===== src/rtl/aludec_pipe.sv =====
`default_nettype none
// ============================================================================
//  Module   : aludec_pipe
//  Brief    : MIPS ALU-control decoder with a single ready/valid output
//             register and a HI/LO occupancy tracker that stalls dependent
//             MULT/DIV/MFHI/MFLO/MTHI/MTLO instructions while busy.
//  Options  : ALUDEC_RI_EN - when defined, a registered reserved-instruction
//             flag (ri) is built; otherwise ri is tied to 0.
//  Revision : 1.0 - initial release
// ============================================================================
module aludec_pipe #(
  parameter int CTRL_W     = 8,
  parameter int MUL_CYCLES = 2,
  parameter int DIV_CYCLES = 32
) (
  input  logic              clk,
  input  logic              resetn,
  input  logic              in_valid,
  output logic              in_ready,
  input  logic [5:0]        op,
  input  logic [5:0]        funct,
  input  logic              flush,
  output logic              out_valid,
  input  logic              out_ready,
  output logic [CTRL_W-1:0] alucontrol,
  output logic              md_busy,
  output logic              ri
);

  // Shared EXE_*_OP encodings
  localparam logic [7:0] EXE_AND_OP   = 8'b00100100;
  localparam logic [7:0] EXE_OR_OP    = 8'b00100101;
  localparam logic [7:0] EXE_XOR_OP   = 8'b00100110;
  localparam logic [7:0] EXE_NOR_OP   = 8'b00100111;
  localparam logic [7:0] EXE_ANDI_OP  = 8'b01011001;
  localparam logic [7:0] EXE_ORI_OP   = 8'b01011010;
  localparam logic [7:0] EXE_XORI_OP  = 8'b01011011;
  localparam logic [7:0] EXE_LUI_OP   = 8'b01011100;
  localparam logic [7:0] EXE_SLL_OP   = 8'b01111100;
  localparam logic [7:0] EXE_SLLV_OP  = 8'b00000100;
  localparam logic [7:0] EXE_SRL_OP   = 8'b00000010;
  localparam logic [7:0] EXE_SRLV_OP  = 8'b00000110;
  localparam logic [7:0] EXE_SRA_OP   = 8'b00000011;
  localparam logic [7:0] EXE_SRAV_OP  = 8'b00000111;
  localparam logic [7:0] EXE_MFHI_OP  = 8'b00010000;
  localparam logic [7:0] EXE_MTHI_OP  = 8'b00010001;
  localparam logic [7:0] EXE_MFLO_OP  = 8'b00010010;
  localparam logic [7:0] EXE_MTLO_OP  = 8'b00010011;
  localparam logic [7:0] EXE_SLT_OP   = 8'b00101010;
  localparam logic [7:0] EXE_SLTU_OP  = 8'b00101011;
  localparam logic [7:0] EXE_SLTI_OP  = 8'b01010111;
  localparam logic [7:0] EXE_SLTIU_OP = 8'b01011000;
  localparam logic [7:0] EXE_ADD_OP   = 8'b00100000;
  localparam logic [7:0] EXE_ADDU_OP  = 8'b00100001;
  localparam logic [7:0] EXE_SUB_OP   = 8'b00100010;
  localparam logic [7:0] EXE_SUBU_OP  = 8'b00100011;
  localparam logic [7:0] EXE_ADDI_OP  = 8'b01010101;
  localparam logic [7:0] EXE_ADDIU_OP = 8'b01010110;
  localparam logic [7:0] EXE_MULT_OP  = 8'b00011000;
  localparam logic [7:0] EXE_MULTU_OP = 8'b00011001;
  localparam logic [7:0] EXE_DIV_OP   = 8'b00011010;
  localparam logic [7:0] EXE_DIVU_OP  = 8'b00011011;
  localparam logic [7:0] EXE_BEQ_OP   = 8'b01010001;
  localparam logic [7:0] EXE_LB_OP    = 8'b11100000;
  localparam logic [7:0] EXE_LH_OP    = 8'b11100001;
  localparam logic [7:0] EXE_LW_OP    = 8'b11100011;
  localparam logic [7:0] EXE_LBU_OP   = 8'b11100100;
  localparam logic [7:0] EXE_LHU_OP   = 8'b11100101;
  localparam logic [7:0] EXE_SB_OP    = 8'b11101000;
  localparam logic [7:0] EXE_SH_OP    = 8'b11101001;
  localparam logic [7:0] EXE_SW_OP    = 8'b11101011;

  typedef enum logic [0:0] {
    ST_IDLE = 1'b0,
    ST_BUSY = 1'b1
  } state_t;

  state_t              state_q, state_d;
  logic [7:0]          cnt_q, cnt_d;
  logic                out_valid_q, out_valid_d;
  logic [CTRL_W-1:0]   alucontrol_q, alucontrol_d;
  logic [7:0]          dec_code;
  logic                is_mul, is_div, is_hilo, stall_hilo, accept;

  // Combinational opcode/funct decode; unknown encodings yield code 0
  always_comb begin
    dec_code = 8'h00;
    unique case (op)
      6'b000000: begin
        case (funct)
          6'b000000: dec_code = EXE_SLL_OP;
          6'b000010: dec_code = EXE_SRL_OP;
          6'b000011: dec_code = EXE_SRA_OP;
          6'b000100: dec_code = EXE_SLLV_OP;
          6'b000110: dec_code = EXE_SRLV_OP;
          6'b000111: dec_code = EXE_SRAV_OP;
          6'b010000: dec_code = EXE_MFHI_OP;
          6'b010001: dec_code = EXE_MTHI_OP;
          6'b010010: dec_code = EXE_MFLO_OP;
          6'b010011: dec_code = EXE_MTLO_OP;
          6'b011000: dec_code = EXE_MULT_OP;
          6'b011001: dec_code = EXE_MULTU_OP;
          6'b011010: dec_code = EXE_DIV_OP;
          6'b011011: dec_code = EXE_DIVU_OP;
          6'b100000: dec_code = EXE_ADD_OP;
          6'b100001: dec_code = EXE_ADDU_OP;
          6'b100010: dec_code = EXE_SUB_OP;
          6'b100011: dec_code = EXE_SUBU_OP;
          6'b100100: dec_code = EXE_AND_OP;
          6'b100101: dec_code = EXE_OR_OP;
          6'b100110: dec_code = EXE_XOR_OP;
          6'b100111: dec_code = EXE_NOR_OP;
          6'b101010: dec_code = EXE_SLT_OP;
          6'b101011: dec_code = EXE_SLTU_OP;
          default:   dec_code = 8'h00;
        endcase
      end
      6'b000100: dec_code = EXE_BEQ_OP;
      6'b001000: dec_code = EXE_ADDI_OP;
      6'b001001: dec_code = EXE_ADDIU_OP;
      6'b001010: dec_code = EXE_SLTI_OP;
      6'b001011: dec_code = EXE_SLTIU_OP;
      6'b001100: dec_code = EXE_ANDI_OP;
      6'b001101: dec_code = EXE_ORI_OP;
      6'b001110: dec_code = EXE_XORI_OP;
      6'b001111: dec_code = EXE_LUI_OP;
      6'b100000: dec_code = EXE_LB_OP;
      6'b100001: dec_code = EXE_LH_OP;
      6'b100011: dec_code = EXE_LW_OP;
      6'b100100: dec_code = EXE_LBU_OP;
      6'b100101: dec_code = EXE_LHU_OP;
      6'b101000: dec_code = EXE_SB_OP;
      6'b101001: dec_code = EXE_SH_OP;
      6'b101011: dec_code = EXE_SW_OP;
      default:   dec_code = 8'h00;
    endcase
  end

  // HI/LO hazard classification and handshake; flush blocks any accept
  always_comb begin
    is_mul     = (op == 6'b000000) && (funct inside {6'b011000, 6'b011001});
    is_div     = (op == 6'b000000) && (funct inside {6'b011010, 6'b011011});
    is_hilo    = (op == 6'b000000) &&
                 (funct inside {6'b011000, 6'b011001, 6'b011010, 6'b011011,
                                6'b010000, 6'b010001, 6'b010010, 6'b010011});
    stall_hilo = md_busy && is_hilo;
    in_ready   = (!out_valid_q || out_ready) && !stall_hilo && !flush;
    accept     = in_valid && in_ready;
  end

  // Output stage next-state: flush wins, then load, then drain on consume
  always_comb begin
    out_valid_d  = out_valid_q;
    alucontrol_d = alucontrol_q;
    if (flush) begin
      out_valid_d = 1'b0;
    end else if (accept) begin
      out_valid_d  = 1'b1;
      alucontrol_d = CTRL_W'(dec_code);
    end else if (out_ready) begin
      out_valid_d = 1'b0;
    end
  end

  // HI/LO occupancy FSM next-state; flush has no effect here
  always_comb begin
    state_d = state_q;
    cnt_d   = cnt_q;
    unique case (state_q)
      ST_IDLE: begin
        if (accept && is_mul) begin
          state_d = ST_BUSY;
          cnt_d   = 8'(MUL_CYCLES);
        end else if (accept && is_div) begin
          state_d = ST_BUSY;
          cnt_d   = 8'(DIV_CYCLES);
        end
      end
      ST_BUSY: begin
        if (cnt_q <= 8'd1) begin
          state_d = ST_IDLE;
          cnt_d   = 8'd0;
        end else begin
          cnt_d = cnt_q - 8'd1;
        end
      end
      default: begin
        state_d = ST_IDLE;
        cnt_d   = 8'd0;
      end
    endcase
  end

  // State registers with asynchronous active-low reset
  always_ff @(posedge clk or negedge resetn) begin
    if (!resetn) begin
      state_q      <= ST_IDLE;
      cnt_q        <= 8'd0;
      out_valid_q  <= 1'b0;
      alucontrol_q <= '0;
    end else begin
      state_q      <= state_d;
      cnt_q        <= cnt_d;
      out_valid_q  <= out_valid_d;
      alucontrol_q <= alucontrol_d;
    end
  end

  assign out_valid  = out_valid_q;
  assign alucontrol = alucontrol_q;
  assign md_busy    = (state_q == ST_BUSY);

`ifdef ALUDEC_RI_EN
  logic ri_q, ri_d;

  // Reserved-instruction flag travels with alucontrol; every legal code is non-zero
  always_comb begin
    ri_d = ri_q;
    if (!flush && accept) ri_d = (dec_code == 8'h00);
  end

  // Registered ri flag
  always_ff @(posedge clk or negedge resetn) begin
    if (!resetn) ri_q <= 1'b0;
    else         ri_q <= ri_d;
  end

  assign ri = ri_q;
`else
  assign ri = 1'b0;
`endif

endmodule
`default_nettype wire


===== config.mk =====
export PLATFORM = sky130hd
export DESIGN_NAME = aludec_pipe
export DESIGN_NICKNAME = d
export VERILOG_FILES = /design/src/rtl/aludec_pipe.sv
export SDC_FILE = /design/constraint.sdc
export NUM_CORES = 1
export LEC_CHECK = 0
export ABC_AREA = 1
export BUFFER_PORTS_ARGS = -buffer_cell sky130_fd_sc_hd__buf_4
export CORE_MARGIN = 2
export CORE_UTILIZATION = 43
export CTS_BUF_LIST = sky130_fd_sc_hd__clkbuf_8
export DETAILED_ROUTE_END_ITERATION = 8
export PLACE_DENSITY = 0.65
export SYNTH_ARGS = -nofsm -noshare
export SYNTH_HDL_FRONTEND = slang
export SYNTH_SLANG_ARGS = --single-unit

===== constraint.sdc =====
create_clock -name clk -period 2.34 [get_ports clk]
set_clock_uncertainty 0.05 [all_clocks]
set_input_delay 0.117 -clock clk [delete_from_list [all_inputs] [get_ports clk]]
set_output_delay 0.117 -clock clk [all_outputs]
set_load 0.05 [all_outputs]

# Yosys cells after proc, flatten, opt, wreduce, memory -nomap -nowiden
# Memory sizes are Yosys's and may differ from the RTL's.
# Index checks and enable logic that the tools add are counted.
# op_classes
addsub	1
magnitude_cmp	1
n_eq_ne	26
n_mux	12
bitwise_logic	2
reduce_logical	19
# ops
cell	n
8-bit one-hot mux with 18 select lines	1
6-bit by 4-bit equality test with 1-bit output, second input constant	8
6-bit by 5-bit equality test with 1-bit output, second input constant	8
6-bit equality test, second input constant	8
8-bit 2-to-1 mux	3
8-bit one-hot mux with 2 select lines	1
1-bit logical AND	9
8-bit by 1-bit <= comparator with 1-bit output, second input constant	1
8-bit nonzero test	1
8-bit by 1-bit subtractor with 8-bit output, second input constant	1
6-bit by 3-bit equality test with 1-bit output, second input constant	1
6-bit zero test	1
1-bit 2-to-1 mux	6
2-bit nonzero test	2
1-bit zero test	3
3-bit != test, second input constant	1
3-bit nonzero test	1
1-bit inverter	2
1-bit one-hot mux with 2 select lines	1
2-bit AND reduction	1
1-bit logical OR	1
# word_totals
reg_bits	18
mem_bits_ro	448
in_bits	17
output_inout_bits	12
elab_cells	66
n_memories	1
# memory_table
name	words	width	read_ports	rd_ports_with_merged_regs	write_ports	line	rtl
(name not given)	64	7	1	0	0	90	case (funct)

# Depth between registers and ports, before layout
# Gate-level depths: netlist of run 1.
# depth
word_depth	12
mapped_depth	10
mapped_depth_nobuf	10

# Worst setup path after synthesis of run 1
# No wires, ideal clock.
# synth_path
kind	reg2reg
start	register out_valid_q, in the netlist out_valid
end	register cnt_q[5]
setup_time_ns	0.113
arrival_ns	1.455
required_time_ns	2.177
slack_ns	0.722
stages_incl_launch_ff	7
n_path_buf	0
period_less_slack_ns	1.618
cell_sequence	dfrtp_1 a21oi_1 nand3_4 o21bai_1 nand2_1 nand2_1 inv_1
# synth_via
elab_chain_len	8
elab_cells_between_ends	10
cone_classes	1 x eq/ne; 2 x mux; 7 x reduce/logical
# synth_rtl
element	line	rtl
from (decl)	80	logic out_valid_q, out_valid_d;
from (signal assigned)	204	out_valid_q <= out_valid_d;
1-bit zero test *	147	in_ready = (!out_valid_q || out_ready) && !stall_hilo && !flush;
1-bit logical OR *	147	
1-bit logical AND * (2 in a row)	147	
1-bit logical AND *	148	accept = in_valid && in_ready;
1-bit logical AND	171	if (accept && is_mul) begin
8-bit 2-to-1 mux	171	
8-bit one-hot mux with 2 select lines	169	unique case (state_q)
to (signal assigned)	203	cnt_q <= cnt_d;
to (decl)	79	logic [7:0] cnt_q, cnt_d;
# Every way passes the cells marked *; elsewhere a longest branch is shown, timed or not.
# A chain may end at the register's enable or synchronous reset.

# Worst setup path in the final report of run 1
# layout_path
start	register cnt_q[0]
end	register cnt_q[5]
# layout_via
elab_chain_len	3
elab_cells_between_ends	4
cone_classes	1 x add/sub; 1 x order compare; 2 x mux
# layout_rtl
element	line	rtl
8-bit by 1-bit subtractor with 8-bit output or 8-bit by 1-bit <= comparator with 1-bit output (tied branches)	184, 180	
8-bit 2-to-1 mux *	180	if (cnt_q <= 8'd1) begin
8-bit one-hot mux with 2 select lines *	169	
# Marked as above.

==> reports/metrics.sh, run 1 <==
POST_SYNTH_MAIN_AREA_CONTRIBUTORS='sky130_fd_sc_hd__dfrtp_1, sky130_fd_sc_hd__nand2_1, sky130_fd_sc_hd__inv_1'
DRV_CAP=0
WORSTSETUPSTARTPOINTTYPE='flop'
PROPORTION_OF_REGISTER_BITS_WITH_ASYNCHRONOUS_SET_OR_RESET_AFTER_SYNTHESIS_PCT=100
NUMPORTBUFFERS=27
WORSTREG2REGSTART='cnt_q[0]$_DFFE_PN0P_'
ROUTABILITYCONGESTION=0.843
SYNTH_SEQUENTIAL_AREA_RATIO_PCT=33.3
NUMBER_OF_FLOPS_MAPPED_TO_ENABLE_CELLS_BY_YOSYS=0
SWITCHING_POWER_SHARE_OF_THE_TOTAL_PCT=31.8
REQUIRED_NS=2.48
DRV_SLEW=0
IOS=29
PWR_DENSITY_CELL_nW_PER_UM2=480
CLOCK_SINKS=18
TIME_THE_FINAL_WORST_PATH_NEEDS_WITH_I_O_DELAYS_AND_SETUP_NS=1.77
SYNTH.LIB_CELLS_USED.DISTINCT=31
SETUP-VIOLATIONS-FINAL=0
CRITICAL_PATH.MAX_STAGE_DELAY_NS=0.36
TOTAL_LEAKAGE_POWER_uW=0.000828
WORST_SETUP_HOLD_PATH_CLK_SLEW_NS=0.07
PWR-SHARE-CLK_PCT=31.3
GRT_START_MAX_NET_PINS=19
LAYOUT.CELLS.NON_FILLER=263
GRT_SETUP_UNREPAIRED='false'
DRC_ERRORS=0
TOP_CELL_FAMILY_BY_DELAY_ON_THE_CRITICAL_PATH='simple AND/OR/NAND/NOR gates'
CRIT_ARRIVAL_NS=1.92
PWR-SHARE-SEQ_PCT=42.2
CTS_REPAIR_RESIZE_COUNT=0
ROUTE.DETAILED.WL_PER_INST_UM=11.6
SETUP_TOTAL_NEGATIVE_SLACK_NS=0
WORST_PATH_BUF_INV=2
SYNTH_FLOP_CELL='sky130_fd_sc_hd__dfrtp_1'
SETUP.WORST_PATH.CLASS='flop to flop'
ROUTED-VIA-COUNT=1337
CRITPATHMOSTFREQUENTCELL='sky130_fd_sc_hd__nand2_1'
CELL_WITH_THE_BIGGEST_INDIVIDUAL_DELAY_ON_THE_CRITICAL_PATH='sky130_fd_sc_hd__dfrtp_1'
IRDROPWORSTVDD_V=0.000508
GRT_ANTENNA_BEFORE_REPAIR=0
POST-ROUTE-CELL-AREA_SQ_UM=1660
R2R.WORST_PATH.CELLS=9
SYNTH_TOP_CELL_AREA_SHARE_PCT=33.3
VIA_PER_INST=5.08
HOLD_PATH_DEPTH=4
WORSTSETUPSTARTPOINT='cnt_q[0]$_DFFE_PN0P_'
POST_ROUTE_CELLS_DRIVE_ABOVE_1_SHARE_PCT=21.5
POST-CTS-SETUP-BUFFER-COUNT=0
INTERNAL_POWER_uW=545
YOSYSWARNINGCOUNT=0
SYNTHESIZED_NETLIST_NET_COUNT=207
CORE_AREA_SQ_UM=3030
HP-CLASS='primary input to flop'
CLOCK_INSERTION_DELAY_WORST_SKEW_NS=0.25
TIMING.CRITICAL_PATH.FANOUT_MAX=7
PLACED_CELLS=257
WORST_HOLD_STARTPOINT='out_ready'
DIE_AREA_SQ_UM=3610
NUMCTSBUFFERS=3
GLOBALROUTETOTALUTIL_PCT=18.6
GRT_PASS1_WL_UM=5150
AREA.GROWTH.SYNTH_TO_FINAL_PCT=22.9
HTREE_NUM_LEVELS=1
P_SW_uW=254
CHIPHEIGHT_UM=60.1
DRT.ANTENNA.VIOLATING_NETS=0
TIMING.CRITICAL_PATH.CELLS='inv_1 > ha_1 > o21ai_0 > nor2_1 > nor2_1 > nand2_1 > nand2_1 > nand2_1 > inv_1'
SYNTHESIS.INSTANCES=188
FIN_CRIT_SH_PCT=75.8
DRT_FIRST_PASS_ITERS=4
COMB_POWER_SHARE_PCT=26.5
SYN_AVG_CELL_AREA_SQ_UM=7.20
STD_CELL_ROWS=20
TOTAL_GRT_OVERFLOW=0
TRITONCTS='yes'
PLACE_HPWL_UM=2400
POSTSYNTHREGISTERBITS=18
R2R_SLACK_NS=0.57
HOLD_PATH_END='out_valid$_DFFE_PN0P_'
OUTCOME='completed'
WORST_CASE_CLOCK_BUFFER_DEPTH=2
LAYOUT.CELLS.MOST_COMMON='sky130_fd_sc_hd__nand2_1'
DRT_ITER0_DRC=73
WIRELENGTH_UM=3050
TIMING.FINAL.HOLD_VIOLATIONS=0
ACHIEVABLE-FREQUENCY_MHz=564
NET_COUNT_REPORTED_AT_FINISH=239
POST_SYNTH_INSTANCE_AREA_SQ_UM=1350
MOSTFREQUENTLAYOUTCELLS='sky130_fd_sc_hd__nand2_1, sky130_fd_sc_hd__inv_1, sky130_fd_sc_hd__buf_4, sky130_fd_sc_hd__nor2_1, sky130_fd_sc_hd__dfrtp_1'
NUM_ANTENNA_CELLS=0
DIE_X_UM=60.1
POST_DP_CELL_AREA_SQ_UM=1590
R2R-END='cnt_q[5]$_DFFE_PN0P_'
CRITICAL_PATH.ENDPOINT_TYPE='flop'
ROOT_BUFFER='sky130_fd_sc_hd__clkbuf_8'
STARTING_DENSITY_OF_THE_CORE_PCT=44.7
FINAL_CORE_UTIL_PCT=55.0
SYNTH_AREA_LEADER_CELL='sky130_fd_sc_hd__dfrtp_1'
GRT_PASS1_VIAS=1220
[worst max-delay path by stage]
stage                           end  cells after the start
5_1_grt        cnt_q[5]$_DFFE_PN0P_                      9
4_1_cts        cnt_q[5]$_DFFE_PN0P_                      8
3_3_place_gp   cnt_q[5]$_DFFE_PN0P_                      9
3_5_place_dp   cnt_q[5]$_DFFE_PN0P_                      9
2_1_floorplan  cnt_q[5]$_DFFE_PN0P_                      6
6_report       cnt_q[5]$_DFFE_PN0P_                      9
[worst register-to-register path, cell delays in order (launching register included)]
cell	delay [ns]
sky130_fd_sc_hd__dfrtp_1	0.36
sky130_fd_sc_hd__inv_1	0.10
sky130_fd_sc_hd__ha_1	0.27
sky130_fd_sc_hd__o21ai_0	0.24
sky130_fd_sc_hd__nor2_1	0.09
sky130_fd_sc_hd__nor2_1	0.35
sky130_fd_sc_hd__nand2_1	0.10
sky130_fd_sc_hd__nand2_1	0.08
sky130_fd_sc_hd__nand2_1	0.05
sky130_fd_sc_hd__inv_1	0.04
[cell families after synthesis]
kind of cell / after synthesis / share of synthesized area [%]
other: 1 / 0.277
adder cells (fa/ha/maj): 2 / 1.85
buffers and inverters: 29 / 9.15
flip-flops: 18 / 33.3
AND/OR/NAND/NOR: 102 / 37.5
XOR/XNOR: 6 / 3.88
AO/OA/AOI/OAI: 30 / 14.0
[cells in the mapped netlist (2+ instances only)]
cell type	number
sky130_fd_sc_hd__ha_1	2
sky130_fd_sc_hd__nor2_1	23
sky130_fd_sc_hd__nor3_1	6
sky130_fd_sc_hd__nor2_4	2
sky130_fd_sc_hd__o21ai_0	9
sky130_fd_sc_hd__inv_1	27
sky130_fd_sc_hd__xor2_1	5
sky130_fd_sc_hd__nand3_4	2
sky130_fd_sc_hd__o21ai_2	7
sky130_fd_sc_hd__nand2_1	46
sky130_fd_sc_hd__nand4_1	4
sky130_fd_sc_hd__a21oi_1	7
sky130_fd_sc_hd__nand3_1	13
sky130_fd_sc_hd__dfrtp_1	18
[through the flow]
step           hold WS (ns)  worst slack, ns  total power [uW]
3_3_place_gp        -0.0518            0.708               550
3_5_place_dp        -0.0470            0.597               553
2_1_floorplan        -0.229            0.722               477
6_report             0.0676            0.566               799
4_1_cts              0.0676            0.564               808
5_1_grt              0.0922            0.324               838
[final cells by class]
type / count / area (sq um)
sequential: 18 / 450
timing repair buffer: 29 / 223
clock buffer: 4 / 55.1
inverter: 27 / 101
multi-input combinational: 141 / 779
fill: 310 / 1360
tap: 44 / 55.1
[layer usage]
metal,wire [um],track usage [%]
met1,1400,25.1
met2,1420,31.2
met3,210,4.33
met4,15,1.90
met5,0,0
[power groups by stage]
stage                     Clock, uW  Sequential (uW)  Combinational, uW
after global routing            268              340                230
after floorplan                   0              402               74.9
after detailed placement          0              343                210
after CTS                       257              338                213
after global placement            0              343                207
final                           250              337                212
[flip-flops by register name, summed over array words and instances (netlist names)]
name	count
cnt_q	8
out_valid	1
alucontrol	8
md_busy	1
[what timing repair did]
item,CTS,global route
hold buffers,2,0
setup endpoints to repair,0,0
hold endpoints to repair,19,0
No activity file was read; power rests on OpenSTA's default activity.
==> run 2: changes to the inputs <==
Clock period 2.34 ns to 1.68 ns, I/O delays scaled along.
==> run 2 against run 1 <==
Utilization is 0.50 points higher. Sequential share of layout area is 0.24 points lower. Count of clock-buffer cells in the layout stayed put. First-iteration DRC count is 41% lower. Highest routed layer unchanged.
==> reports/metrics.sh, run 2 (synthesis gave the netlist of run 1 again) <==
TIME_THE_FINAL_WORST_PATH_NEEDS_WITH_I_O_DELAYS_AND_SETUP_NS=1.62
DRV_SLEW=0  # unchanged
PLACE_HPWL_UM=2410  # +0.42%
WORSTSETUPSTARTPOINTTYPE='primary input'
DIE_AREA_SQ_UM=3610  # unchanged
GRT_PASS1_WL_UM=5170  # +0.41%
NUM-FILL-CELLS=294  # -5.2%
GRT_START_MAX_NET_PINS=19  # unchanged
OUTCOME='completed'
VIA_PER_INST=4.94  # -2.8%
WORSTREG2REGSTART='cnt_q[0]$_DFFE_PN0P_'
POST_DP_CELL_AREA_SQ_UM=1600  # +0.95%
PWR_DENSITY_CELL_nW_PER_UM2=674  # +40%
DRT.ANTENNA.VIOLATING_NETS=0  # unchanged
CRIT_ARRIVAL_NS=1.49  # -0.43 ns
SETUP_TOTAL_NEGATIVE_SLACK_NS=0  # unchanged
GRT_ANTENNA_BEFORE_REPAIR=0  # unchanged
TIMING.CRITICAL_PATH.FANOUT_MAX=2  # -5
GRT_PASS1_VIAS=1192  # -2.3%
MULTI_INPUT_AREA_SQ_UM=779  # unchanged
WORST_CASE_CLOCK_BUFFER_DEPTH=2  # unchanged
SETUP-VIOLATIONS-FINAL=0  # unchanged
CHIPHEIGHT_UM=60.1  # unchanged
CRITICAL_PATH.MAX_STAGE_DELAY_NS=0.54  # +0.18 ns
TIMING.FINAL.HOLD_VIOLATIONS=0  # unchanged
NUMPORTBUFFERS=27  # unchanged
WORSTSETUPSTARTPOINT='flush'
WORST_SETUP_HOLD_PATH_CLK_SLEW_NS=0.07  # about the same
DRT_ITER0_DRC=43  # -41%
FF_LATCH_AREA_SQ_UM=450  # unchanged
POST-ROUTE-CELL-AREA_SQ_UM=1680  # +0.90%
POST-CTS-SETUP-BUFFER-COUNT=0  # unchanged
DRC_ERRORS=0  # unchanged
ROUTED-VIA-COUNT=1310  # -2.0%
NUMCTSBUFFERS=3  # unchanged
CLOCK_INSERTION_DELAY_WORST_SKEW_NS=0.26  # about the same
GLOBALROUTETOTALUTIL_PCT=19.0  # +0.38 points
TRITONCTS='yes'
CLOCK_SINKS=18  # unchanged
HP-CLASS='primary input to flop'
CRITPATHMOSTFREQUENTCELL='sky130_fd_sc_hd__buf_4'
AREA.GROWTH.SYNTH_TO_FINAL_PCT=24.0
WORST_HOLD_STARTPOINT='out_ready'
POST_ROUTE_CELLS_DRIVE_ABOVE_1_SHARE_PCT=22.2  # +0.71 points
WIRELENGTH_UM=3010  # -1.5%
IOS=29  # unchanged
HTREE_NUM_LEVELS=1  # unchanged
CELL_WITH_THE_BIGGEST_INDIVIDUAL_DELAY_ON_THE_CRITICAL_PATH='sky130_fd_sc_hd__dlygate4sd3_1'
TOP_CELL_FAMILY_BY_DELAY_ON_THE_CRITICAL_PATH='buffers and inverters'
ACHIEVABLE-FREQUENCY_MHz=616
MOSTFREQUENTLAYOUTCELLS='sky130_fd_sc_hd__nand2_1, sky130_fd_sc_hd__buf_4, sky130_fd_sc_hd__inv_1, sky130_fd_sc_hd__nor2_1, sky130_fd_sc_hd__dfrtp_1'
TIMING.CRITICAL_PATH.CELLS='dlygate4sd3_1 > buf_4 > a21oi_1 > buf_4 > nand2_1 > inv_1 > buf_4'
REQUIRED_NS=1.55  # -0.93 ns
ROUTE.DETAILED.WL_PER_INST_UM=11.3  # -2.3%
FIN_CRIT_SH_PCT=96.6
NET_COUNT_REPORTED_AT_FINISH=241  # +0.84%
NUM_ANTENNA_CELLS=0  # unchanged
SETUP.WORST_PATH.CLASS='primary input to output port'
TOTAL_LEAKAGE_POWER_uW=0.000837  # +1.1%
CRITICAL_PATH.ENDPOINT_TYPE='output port'
STD_CELL_ROWS=20  # unchanged
WORST_PATH_BUF_INV=5  # +3
TOTAL_GRT_OVERFLOW=0  # unchanged
DIE_X_UM=60.1  # unchanged
DRV_CAP=0  # unchanged
IRDROPWORSTVDD_V=0.000248  # -51%
ROOT_BUFFER='sky130_fd_sc_hd__clkbuf_8'
CORE_AREA_SQ_UM=3030  # unchanged
LAYOUT.CELLS.MOST_COMMON='sky130_fd_sc_hd__nand2_1'
GRT_SETUP_UNREPAIRED='false'
ROUTABILITYCONGESTION=0.835  # -0.96%
STARTING_DENSITY_OF_THE_CORE_PCT=44.7  # unchanged
DRT_FIRST_PASS_ITERS=4  # unchanged
-- run 2: worst paths after layout --
check | to | cells after the start | slack (ns)
setup / recovery | in_ready | 7 | 0.06
hold / removal | out_valid$_DFFE_PN0P_ | 4 | 0.03
setup reg to reg | cnt_q[2]$_DFFE_PN0P_ | 8 | 0.15
hold reg to reg | alucontrol[2]$_DFFE_PN0P_ | 2 | 0.44
max in group asynchronous | cnt_q[1]$_DFFE_PN0P_ | 2 | 1.21
min in group asynchronous | alucontrol[5]$_DFFE_PN0P_ | 2 | 0.17
-- run 2: timing repair --
action / CTS / global route
setup endpoints to repair: 0 / 6
hold endpoints to repair: 19 / 0
hold buffers: 2 / 0
resized for setup: 0 / 1
-- run 2: cell type report --
| class | instances | area share (%) |
|---|---|---|
| inverter | 27 | 6.04 |
| tap | 44 | 3.28 |
| sequential | 18 | 26.8 |
| multi-input combinational | 141 | 46.4 |
| timing repair buffer | 31 | 14.2 |
| clock buffer | 4 | 3.28 |
-- run 2: tightest hold or removal path: stages --
cell and delay, ns:
sky130_fd_sc_hd__buf_4 0.08, sky130_fd_sc_hd__inv_1 0.04, sky130_fd_sc_hd__nand2_1 0.05, sky130_fd_sc_hd__o21ai_1 0.05
-- run 2: layer usage --
metal	wire [um]	global-route usage, %
met1	1450	26.4
met2	1350	29.2
met3	158	3.68
met4	44	6.67
met5	0	0
-- run 2: power breakdown --
group	internal [uW]	switching [uW]	total, uW
registers	456	12.8	469
logic	97.5	202	299
clock network	209	155	363
-- run 2: per-stage QoR --
stage / utilization, % / setup WS, ns / power (uW) / hold slack [ns] / instances
floorplan: - / 0.0621 / 664 / -0.262 / 188
global placement: 53.0 / 0.201 / 769 / -0.0847 / 259
detailed placement: 53.0 / 0.139 / 774 / -0.0790 / 259
CTS: 55.5 / 0.0529 / 1150 / 0.0307 / 265
global route: 55.5 / 0.0143 / 1190 / 0.0500 / 265
finish: 55.5 / 0.0570 / 1130 / 0.0314 / 265
